<file path="src/rtl/lemmings_track_ctrl_pkg.sv">
// Shared encodings for the Lemmings track controller and its walker FSM.
package lemmings_track_ctrl_pkg;

  typedef enum logic [1:0] {
    StIdle,
    StRun,
    StHold,
    StDone
  } ctrl_state_e;

  typedef enum logic {
    DirLeft,
    DirRight
  } walk_dir_e;

endpackage

</file>
<file path="src/rtl/lemming_walker.sv">
// Two-state Lemmings walker: flips direction on bumps; force_left reseeds it for a new run.
module lemming_walker
  import lemmings_track_ctrl_pkg::*;
(
  input  logic clk,
  input  logic reset,
  input  logic force_left,
  input  logic bump_left,
  input  logic bump_right,
  output logic walk_left,
  output logic walk_right
);

  walk_dir_e dir_q, dir_d;

  always_comb begin
    dir_d = dir_q;
    if (force_left) begin
      dir_d = DirLeft;
    end else if (bump_left) begin
      dir_d = DirRight;
    end else if (bump_right) begin
      dir_d = DirLeft;
    end
  end

  always_ff @(posedge clk) begin
    if (reset) begin
      dir_q <= DirLeft;
    end else begin
      dir_q <= dir_d;
    end
  end

  assign walk_left  = (dir_q == DirLeft);
  assign walk_right = (dir_q == DirRight);

endmodule

</file>
<file path="src/rtl/lemmings_track_ctrl.sv">
// Track controller: paces the walker with a prescaler, owns its position, generates end-of-track
// bumps and stops after a programmed number of bounces.
module lemmings_track_ctrl
  import lemmings_track_ctrl_pkg::*;
#(
  parameter int unsigned TRACK_LEN = 16,
  parameter int unsigned POS_W     = 4,
  parameter int unsigned STEP_DIV  = 4,
  parameter int unsigned BOUNCE_W  = 8
) (
  input  logic                clk,
  input  logic                reset,
  input  logic                start,
  input  logic                pause,
  input  logic [BOUNCE_W-1:0] max_bounces,
  output logic [POS_W-1:0]    pos,
  output logic                walk_left,
  output logic                walk_right,
  output logic [BOUNCE_W-1:0] bounce_cnt,
  output logic                busy,
  output logic                done
);

  localparam int unsigned PRESC_W = (STEP_DIV > 1) ? $clog2(STEP_DIV) : 1;
  localparam logic [POS_W-1:0]    POS_MAX   = POS_W'(TRACK_LEN - 1);
  localparam logic [PRESC_W-1:0]  PRESC_MAX = PRESC_W'(STEP_DIV - 1);
  localparam logic [BOUNCE_W-1:0] CNT_SAT   = '1;

  ctrl_state_e         state_q, state_d;
  logic [POS_W-1:0]    pos_q, pos_d;
  logic [PRESC_W-1:0]  presc_q, presc_d;
  logic [BOUNCE_W-1:0] cnt_q, cnt_d;
  logic [BOUNCE_W-1:0] limit_q, limit_d;
  logic [BOUNCE_W-1:0] cnt_inc;
  logic                step_tick;
  logic                bump_left;
  logic                bump_right;
  logic                force_left;

  lemming_walker u_walker (
    .clk        (clk),
    .reset      (reset),
    .force_left (force_left),
    .bump_left  (bump_left),
    .bump_right (bump_right),
    .walk_left  (walk_left),
    .walk_right (walk_right)
  );

  always_comb begin
    state_d    = state_q;
    pos_d      = pos_q;
    presc_d    = presc_q;
    cnt_d      = cnt_q;
    limit_d    = limit_q;
    step_tick  = 1'b0;
    bump_left  = 1'b0;
    bump_right = 1'b0;
    force_left = 1'b0;
    cnt_inc    = (cnt_q == CNT_SAT) ? cnt_q : cnt_q + 1'b1;

    unique case (state_q)
      StIdle, StDone: begin
        if (start) begin
          pos_d      = '0;
          presc_d    = '0;
          cnt_d      = '0;
          limit_d    = max_bounces;
          force_left = 1'b1;
          state_d    = (max_bounces == '0) ? StDone : StRun;
        end
      end
      // HOLD differs from RUN only in that pause was high last edge; an un-paused HOLD cycle
      // counts like a RUN cycle, so a P-cycle pause delays everything by exactly P.
      StRun, StHold: begin
        if (pause) begin
          state_d = StHold;
        end else begin
          state_d = StRun;
          if (presc_q == PRESC_MAX) begin
            presc_d   = '0;
            step_tick = 1'b1;
          end else begin
            presc_d = presc_q + 1'b1;
          end
          if (step_tick) begin
            if (walk_left && (pos_q == '0)) begin
              bump_left = 1'b1;
            end else if (walk_right && (pos_q == POS_MAX)) begin
              bump_right = 1'b1;
            end else if (walk_left) begin
              pos_d = pos_q - 1'b1;
            end else begin
              pos_d = pos_q + 1'b1;
            end
            if (bump_left || bump_right) begin
              cnt_d = cnt_inc;
              if (cnt_inc == limit_q) begin
                state_d = StDone;
              end
            end
          end
        end
      end
      default: state_d = StIdle;
    endcase
  end

  always_ff @(posedge clk) begin
    if (reset) begin
      state_q <= StIdle;
      pos_q   <= '0;
      presc_q <= '0;
      cnt_q   <= '0;
      limit_q <= '0;
    end else begin
      state_q <= state_d;
      pos_q   <= pos_d;
      presc_q <= presc_d;
      cnt_q   <= cnt_d;
      limit_q <= limit_d;
    end
  end

  assign pos        = pos_q;
  assign bounce_cnt = cnt_q;
  assign busy       = (state_q == StRun) || (state_q == StHold);
  assign done       = (state_q == StDone);

endmodule
</file>
<file path="config.mk">
export PLATFORM = sky130hd
export DESIGN_NAME = lemmings_track_ctrl
export DESIGN_NICKNAME = d
export VERILOG_FILES = /design/src/rtl/lemmings_track_ctrl_pkg.sv /design/src/rtl/lemming_walker.sv /design/src/rtl/lemmings_track_ctrl.sv
export SDC_FILE = /design/constraint.sdc
export NUM_CORES = 1
export LEC_CHECK = 0
export ABC_CLOCK_PERIOD_IN_PS = 2000
export CORE_MARGIN = 8
export CORE_UTILIZATION = 45
export DETAILED_ROUTE_END_ITERATION = 6
export PLACE_DENSITY = 0.83
export SKIP_LAST_GASP = 1
export SYNTH_ARGS = -nofsm -noshare
export SYNTH_HDL_FRONTEND = slang
export SYNTH_SLANG_ARGS = --single-unit
</file>
<file path="constraint.sdc">
create_clock -name clk -period 2 [get_ports clk]
set_clock_uncertainty 0.05 [all_clocks]
set_input_delay 0.3 -clock clk [delete_from_list [all_inputs] [get_ports clk]]
set_output_delay 0.3 -clock clk [all_outputs]
set_load 0.1 [all_outputs]
</file>
# Yosys cells after proc, flatten, opt, wreduce, memory -nomap -nowiden
# Index checks and enable logic that the tools add are counted.
# classes
div_mod_pow	0
n_eq_ne	13
n_mux	46
order_cmp	0
shifts	0
reduce_logical	15
n_bitwise	1
mul	0
n_addsub	4
# op_table
cell	count
2-to-1 mux 8 bit	5
2-to-1 mux 4 bit	6
2-to-1 mux 1 bit	22
2-to-1 mux 2 bit	9
case mux 8 bit (2 select lines)	1
!= test 2 bit (second input constant)	6
adder 8 x 1 -> 8 bit (second input constant)	1
== test 8 bit	1
== test 8 bit (second input constant)	1
logical NOT 8 bit	1
case mux 2 bit (2 select lines)	2
case mux 4 bit (2 select lines)	1
== test 2 bit (second input constant)	3
OR reduction 2 bit	3
AND reduction 5 bit	1
adder 4 x 1 -> 4 bit (second input constant)	1
== test 4 bit (second input constant)	1
logical NOT 4 bit	1
AND reduction 2 bit	2
AND reduction 4 bit	1
subtractor 4 x 1 -> 4 bit (second input constant)	1
adder 2 x 1 -> 2 bit (second input constant)	1
== test 2 x 1 -> 1 bit (second input constant)	1
logical AND 1 bit	2
4 further kinds	5
# totals
regBits	25
ramBits	0
rom_bits	0
latch_bits	0
mem_count	0
elab_cells	85

# Longest topological paths before layout
# Gate-level depths: netlist of run 1.
# depth
depth_word	12
depth_mapped	8
mapped_depth_nobuf	7

# By module
# From an unflattened synthesis of run 1, not the netlist that was laid out.
# hier_totals
cells_unflattened	197
hier_area_um2	1545.2
# by_module_without_submodules
mod	n_inst	area_per_inst_um2	cells_each	seq_area_each_um2
lemmings_track_ctrl	1	1503.9	192	480.5
lemming_walker	1	41.3	5	20.0

# Least setup slack after synthesis of run 1
# Ideal clock, no wire load.
# synth_path
path_type	register to register
start	register u_walker.dir_q, in the netlist u_walker.walk_right
end	register pos_q[3], in the netlist pos[3]
arrival_ns	3.356
required_time_ns	1.875
stages_incl_launch_ff	8
slack_ns	-1.481
setup_ns	0.075
path_cell_list	dfxtp_1 inv_1 ha_1 a21o_1 a21oi_1 xnor2_1 or4b_1 a31oi_1
# synth_via
elab_cells_between_ends	12
cone_classes	eq/ne (2); mux (6); bitwise (1); reduce/logical (3)
# synth_rtl
item	line	source
from (decl)	lemming_walker.sv:14	walk_dir_e dir_q, dir_d;
from (signal assigned)	lemming_walker.sv:29	dir_q <= DirLeft;
from (signal assigned)	lemming_walker.sv:31	dir_q <= dir_d;
inverter 1 bit	lemming_walker.sv:35	assign walk_left = (dir_q == DirLeft);
net walk_left	lemmings_track_ctrl.sv:17	output logic walk_left,
logical AND 1 bit	lemmings_track_ctrl.sv:87	if (walk_left && (pos_q == '0)) begin
!= test 2 bit (no source line)	-	
AND reduction 5 bit (no source line)	-	
to (signal assigned)	lemmings_track_ctrl.sv:118	pos_q <= pos_d;
to (decl)	lemmings_track_ctrl.sv:30	logic [POS_W-1:0] pos_q, pos_d;
# The timed path passes the listed nets, and every way through them passes these cells. The select of a mux whose other input is x is not followed.
# A chain may end at the register's enable or synchronous reset.

# Final worst setup path of run 1
# layout_path
start	register u_walker.dir_q, in the netlist u_walker.walk_right
end	register pos_q[3], in the netlist pos[3]
# layout_via
elab_chain_len	6
elab_cells_between_ends	12
cone_classes	eq/ne (2); mux (6); bitwise (1); reduce/logical (3)
# layout_lines
item	line	source
2-to-1 mux 4 bit	lemmings_track_ctrl.sv:91	end else if (walk_left) begin
2-to-1 mux 4 bit	lemmings_track_ctrl.sv:89	end else if (walk_right && (pos_q == POS_MAX)) begin
2-to-1 mux 4 bit	lemmings_track_ctrl.sv:87	
2-to-1 mux 4 bit	lemmings_track_ctrl.sv:86	if (step_tick) begin
2-to-1 mux 4 bit	lemmings_track_ctrl.sv:76	if (pause) begin
case mux 4 bit (2 select lines)	lemmings_track_ctrl.sv:62	unique case (state_q)
# Parallel ways exist; a longest one is shown, timed or not. The select of a mux whose other input is x is not followed.

==> results.md, run 1 <==
- Status: finished, final reports clean
- Post-route antenna net violation count: 0
- CTS H-Tree Depth: 1
- Core area: around 3600 sq um
- Sequential-to-total area share from yosys stat: 0.309
- Routed WL: between 4000 and 5000 um
- CP Launch Type: flop
- Synth top area share: 0.309
- Hold slack: 0.436 ns
- Synth Area in XOR/XNOR: 0.0378
- CTS Buffer Depth: 2
- Largest net degree at the start of global routing: 19
- Maximum fanout along the worst path: 5
- Worst setup margin: 0.0768 ns
- DR vias/cell: 5.79
- WS Path Type: reg -> reg
- Post-route cell area: 2100 sq um
- Area Growth Syn to Fin: 29.4%
- Final setup viols: 0
- Post-cts hold buffer count: 0
- Total leakage power: 0.768 nW
- Post-synthesis adder-cell area fraction: 0.0510
- Hold Vio Cnt, Final: 0
- Share of layout cells above drive strength 1: 0.249
- First-pass GRT wire length: between 7000 and 8000 um
- Post-synthesis mux area share: 0.0124
- IO buf count: 27
- Starting Density: 0.456
- Internal power: between 0.8 and 0.9 mW
- Seq cells post-synth: 25
- Commonest cells in the netlist: 25 x dfxtp_1, 24 x nand2_1, 23 x a21oi_1
- Post-Syn Instances: 201
- Clock slew at the register clock pins of the worst setup and hold paths: roughly 0.14 ns
- Compound-Gate Fraction of Synth Area: 0.256
- Tot Pwr: approximately 1.4 mW
- WL per Instance: between 15 and 20 um
- Die Area: about 5800 sq um
- Unrepaired setup endpoints after global routing: yes
- Synth top area cells: dfxtp_1 31%, a21oi_1 7.1%, nand2_1 5.6%
- Slew headroom: 0.751
- DRT Pass-1 Iters: 4
- HPWL after DPL: 3240 um
- Syn avg cell area: 8.06 sq um
- Clock latency on the worst-skew pair: approximately 0.33 ns
- Sequential share of power: 0.429
- IO Count: 28
- Post-synthesis cell type count: 50
- Primary FF master, synth: dfxtp_1
- Max Cap Viol: 0
- Post-synthesis simple-gate area fraction: 0.300
- FMAX: 0.520 GHz
- # DRC: 0
- Place WS: around 0.033 ns
- Largest family of logic cells by synthesized area: simple AND/OR/NAND/NOR gates
- Vias post-DR: roughly 1.6k
- Synth async-reset ratio: 0
- CTS sink cnt: 25
- Synthesized Nets: between 200 and 250
- Die width: between 70 and 80 um
- Fin crit period: 1.92 ns
- Slew Limit Fails: 0
- Syn. warnings: 0
- ANT cells: 0
- Worst EP arrival: between 2 and 2.5 ns
- Fill count: 320
- Layout net count: around 250
- Antenna violations before repair: 0
- Area leader, netlist: dfxtp_1
- Clock share of power: 0.168
- Post-synth EDFFs: 0
- Worst vdd ir: ~0.74 mV
- Switching Fraction: 0.378
- Synthesized cell area: around 1600 sq um
- Die height: between 70 and 80 um
- CP required: around 2.2 ns
- Combinational share of power: 0.404
- Top-count cell post-synth: dfxtp_1
- Gpl congestion: 0.961
- Placed Area: ~2000 sq um
- Tightest Hold Check Type: reg -> reg
- Setup crit end kind: flop
- Power Density: 654 nW/um^2
- Gr usage total: 0.146
- Fin Setup TNS: 0 ns
- Grt ovf: 0
- Number of global-route vias before repair: ~1.5k
- Tcrit/Tclk final: 0.962
- NetSw: slightly above 0.5 mW
- Worst-Margin Slew: 0.374 ns
- Cell row count: 22
- DRT iter0 DRCs: ~210
- CTS buffer count: 3
- CTS tree: yes
- CTS Root Cell: clkbuf_4
-- cells in the final DEF (no fill, tap or decap), types with 2 or more instances in the layout --
cell type,Yosys,routed
nor2_1,15,14
and3_1,3,3
buf_12,0,4
nor4_1,2,2
xor2_1,3,3
dfxtp_2,0,10
nor4b_1,2,2
nor3b_1,2,2
a31oi_1,2,2
o21ai_0,8,8
a211oi_1,3,3
a22oi_1,2,2
o21a_1,2,2
ha_1,5,2
ha_4,0,2
buf_4,0,25
nand4_1,5,5
xnor2_1,4,4
a311oi_1,5,5
clkdlybuf4s50_1,0,11
clkbuf_4,0,3
nor3_1,6,5
dfxtp_1,25,14
nand3_1,6,5
nand2_1,24,24
mux2i_1,2,2
o2111ai_1,2,2
nor2b_1,6,6
a21o_1,2,2
nand2b_1,5,5
a21oi_1,23,22
nand3b_1,2,2
and4_1,2,2
-- sequential cells by signal (all words and copies together), names as in the netlist --
signal               count
u_walker.walk_right      1
bounce_cnt               8
state_q                  2
pos                      4
presc_q                  2
limit_q                  8
-- through the flow --
step / utilization / instances
2_1_floorplan: - / 201
3_3_place_gp: 0.575 / 275
3_5_place_dp: 0.575 / 275
4_1_cts: 0.582 / 279
5_1_grt: 0.591 / 281
6_report: 0.591 / 281
-- final timing paths --
kind                        from    endpoint  slack, ns  depth (start not counted)
max          u_walker.walk_right      pos[3]       0.08                          7
min                   limit_q[0]  limit_q[0]       0.44                          2
max reg2reg  u_walker.walk_right      pos[3]       0.08                          7
min reg2reg           limit_q[0]  limit_q[0]       0.44                          2
-- cell type report --
cell class | instances | area, sq um | area share
timing repair buffer | 40 | 378 | 0.180
tap | 48 | 60.1 | 0.0286
clock buffer | 4 | 26.3 | 0.0125
inverter | 1 | 7.51 | 0.00358
multi-input combinational | 163 | 1110 | 0.529
sequential | 25 | 517 | 0.246
-- routing by layer --
| layer | vias to the layer above | track usage | part of all wire |
|---|---|---|---|
| li1 | 815 | - | - |
| met4 | 0 | 0.0490 | 0.014 |
| met2 | 65 | 0.219 | 0.44 |
| met1 | 742 | 0.207 | 0.47 |
| met3 | 4 | 0.0224 | 0.076 |
| met5 | - | 0 | 0 |
-- worst max-delay path, stage by stage, from the launching register on --
cell        delay, ns
dfxtp_4          0.41
clkinvlp_4       0.13
ha_4             0.25
a21o_1           0.18
a21oi_2          0.12
xnor2_1          0.10
or4b_1           0.48
a31oi_1          0.14
-- what timing repair did --
action,in CTS,in global routing
resized for setup,0,4
setup endpoints to repair,0,7
buffers inserted,0,2
-- cell families after synthesis --
logic type	count (synthesis)
AOI/OAI and AO/OA	60
xor gates and xnor gates	7
adders and majority gates	6
buffers and inverters	13
DFF	25
muxes	2
and+or+nand+nor	88
-- power groups by stage --
stage | clock, mW | sequential, mW | combinational (mW)
after floorplan | 0 | 0.586 | 0.396
after global placement | 0 | 0.596 | 0.547
after detailed placement | 0 | 0.599 | 0.555
after CTS | 0.231 | 0.587 | 0.556
after global routing | 0.252 | 0.594 | 0.598
final | 0.230 | 0.588 | 0.553
(Power assumes the default switching activity.)
==> run 2: changes to the inputs <==
--- a/config.mk
+++ b/config.mk
@@ -9,7 +9,7 @@
 export CORE_MARGIN = 8
 export CORE_UTILIZATION = 45
 export DETAILED_ROUTE_END_ITERATION = 6
-export PLACE_DENSITY = 0.83
+export PLACE_DENSITY_LB_ADDON = 0.1
 export SKIP_LAST_GASP = 1
 export SYNTH_ARGS = -nofsm -noshare
 export SYNTH_HDL_FRONTEND = slang
==> results.md, run 2 (same netlist as run 1, synthesis figures left out) <==
- Worst r2r src: u_walker.walk_right
- Starting Density: 0.456 (unchanged)
- Max Cap Viol: 0 (unchanged)
- Area Growth Syn to Fin: 31.4%
- Sequence of cells on the critical path: clkinvlp_4 -> ha_4 -> a21o_1 -> a21oi_2 -> xnor2_1 -> or4b_1 -> a31oi_1
- IO buf count: 27 (unchanged)
- Unrepaired setup endpoints after global routing: yes
- CTS H-Tree Depth: 1 (unchanged)
- CTS Root Cell: clkbuf_4
- Core area: 3550 sq um (unchanged)
- Vias post-DR: 1693 (+4.1%)
- CTS tree: yes
- Worst vdd ir: 0.883 mV (+20%)
- First-pass GRT wire length: 7860 um (+7.3%)
- Register area: 517 sq um (unchanged)
- WL per Instance: 16.1 um (+6.3%)
- Power Density: 646 nW/um^2 (-1.2%)
- CP Launch Type: flop
- Largest net degree at the start of global routing: 18 (-1)
- Gr usage total: 0.159 (+0.0123)
- Fin Setup TNS: 0 ns (unchanged)
- Antenna violations before repair: 0 (unchanged)
- CP top delay family: simple AND/OR/NAND/NOR gates
- Worst-Margin Slew: 0.334 ns (-0.0402 ns)
- Share of layout cells above drive strength 1: 0.261 (+0.0116)
- CP max stage cell: or4b_1
- Number of global-route vias before repair: 1679 (+11%)
- HPWL after DPL: 3610 um (+12%)
- Tcrit/Tclk final: 0.943 (-0.0185)
- Slew Limit Fails: 0 (unchanged)
- Maximum fanout along the worst path: 3 (-2)
- WP buf/inv: 1 (unchanged)
- ANT cells: 0 (unchanged)
- Clock latency on the worst-skew pair: 0.33 ns (about the same)
- Total leakage power: 0.797 nW (+3.8%)
- Commonest non-fill, non-tap cell in the layout: buf_4
- CTS buffer count: 3 (unchanged)
- CP startpoint: u_walker.walk_right
- Layout net count: 257 (+2.0%)
- Die width: 76.0 um (unchanged)
- # DRC: 0 (unchanged)
- Final setup viols: 0 (unchanged)
- DRT iter0 DRCs: 113 (-47%)
- Hold Vio Cnt, Final: 0 (unchanged)
- Clock slew at the register clock pins of the worst setup and hold paths: 0.14 ns (about the same)
- CP max stage delay: 0.47 ns (about the same)
- Cell row count: 22 (unchanged)
- Post-route cell area: 2130 sq um (+1.5%)
- Die height: 76.0 um (unchanged)
- DR vias/cell: 5.92 (+2.3%)
- CTS Buffer Depth: 2 (unchanged)
- Worst EP arrival: 2.10 ns (-0.04 ns)
- HP Start: bounce_cnt[5]
- WS Path Type: reg -> reg
- Area of the multi-input gates: 1100 sq um (-0.68%)
- Placed Area: 2080 sq um (+1.8%)
- Slew headroom: 0.777 (+0.0260)
- Fill count: 332 (+3.8%)
- Tightest Hold Check Type: reg -> reg
- FMAX: 0.530 GHz (+2.0%)
- Die Area: 5780 sq um (unchanged)
- Grt ovf: 0 (unchanged)
- Routed WL: 4590 um (+8.2%)
- DRT Pass-1 Iters: 4 (unchanged)
- Most frequent cells in the layout: 30 x buf_4, 24 x nand2_1, 22 x a21oi_1
- Setup crit end kind: flop
- IO Count: 28 (unchanged)
- CTS sink cnt: 25 (unchanged)
- Fin crit period: 1.89 ns (-0.0369 ns)
- Post-route antenna net violation count: 0 (unchanged)
- Status: finished, final reports clean
- Gpl congestion: 0.975 (+1.5%)
- CP required: 2.22 ns (about the same)
==> run 2: worst paths after layout <==
check | depth (start not counted) | end | slack (ns)
setup / recovery | 7 | pos[3] | 0.11
hold / removal | 1 | bounce_cnt[5] | 0.44
setup reg to reg | 7 | pos[3] | 0.11
hold reg to reg | 1 | bounce_cnt[5] | 0.44
==> run 2: cell type report <==
type,instances,share of cell area
Clock inverter,1,0.00235
Clock buffer,3,0.0106
Inverter,1,0.00353
Multi-Input combinational cell,163,0.517
Tap cell,48,0.0282
Timing Repair Buffer,45,0.195
Sequential cell,25,0.243
==> run 2: per-stage QoR <==
stage,cells,utilization,total power [mW],hold slack (ns),setup WS (ns)
after floorplan,201,-,0.981,0.354,-0.617
after global placement,280,0.585,1.14,0.408,0.107
after detailed placement,280,0.585,1.15,0.415,0.0315
after CTS,285,0.595,1.39,0.435,0.00933
after global routing,286,0.599,1.46,0.454,-0.00357
final,286,0.599,1.38,0.436,0.114
==> run 2: metal layers <==
| metal | vias to the layer above | global-route usage | wire (um) |
|---|---|---|---|
| met3 | 5 | 0.0342 | 256 |
| li1 | 821 | - | - |
| met5 | - | 0 | 0 |
| met4 | 0 | 0.0549 | 50 |
| met2 | 52 | 0.255 | 2130 |
| met1 | 815 | 0.202 | 2160 |
==> run 2: worst reg2reg max path, cell delays in order (launching register included) <==
cell and delay (ns):
dfxtp_4 0.38, clkinvlp_4 0.11, ha_4 0.25, a21o_1 0.18, a21oi_2 0.14, xnor2_1 0.10, or4b_1 0.47, a31oi_1 0.13
==> run 2: repair_timing <==
action | in CTS | in global routing
setup endpoints to repair | 1 | 6
buffers inserted | 1 | 1
endpoints found under the hold margin | 0 | 0
resized for setup | 0 | 2
hold buffers | 0 | 0
==> run 2: where the power goes <==
group          total (mW)  switching (mW)  internal [mW]
clock network       0.235           0.160         0.0752
registers           0.586          0.0466          0.540
logic               0.553           0.316          0.237
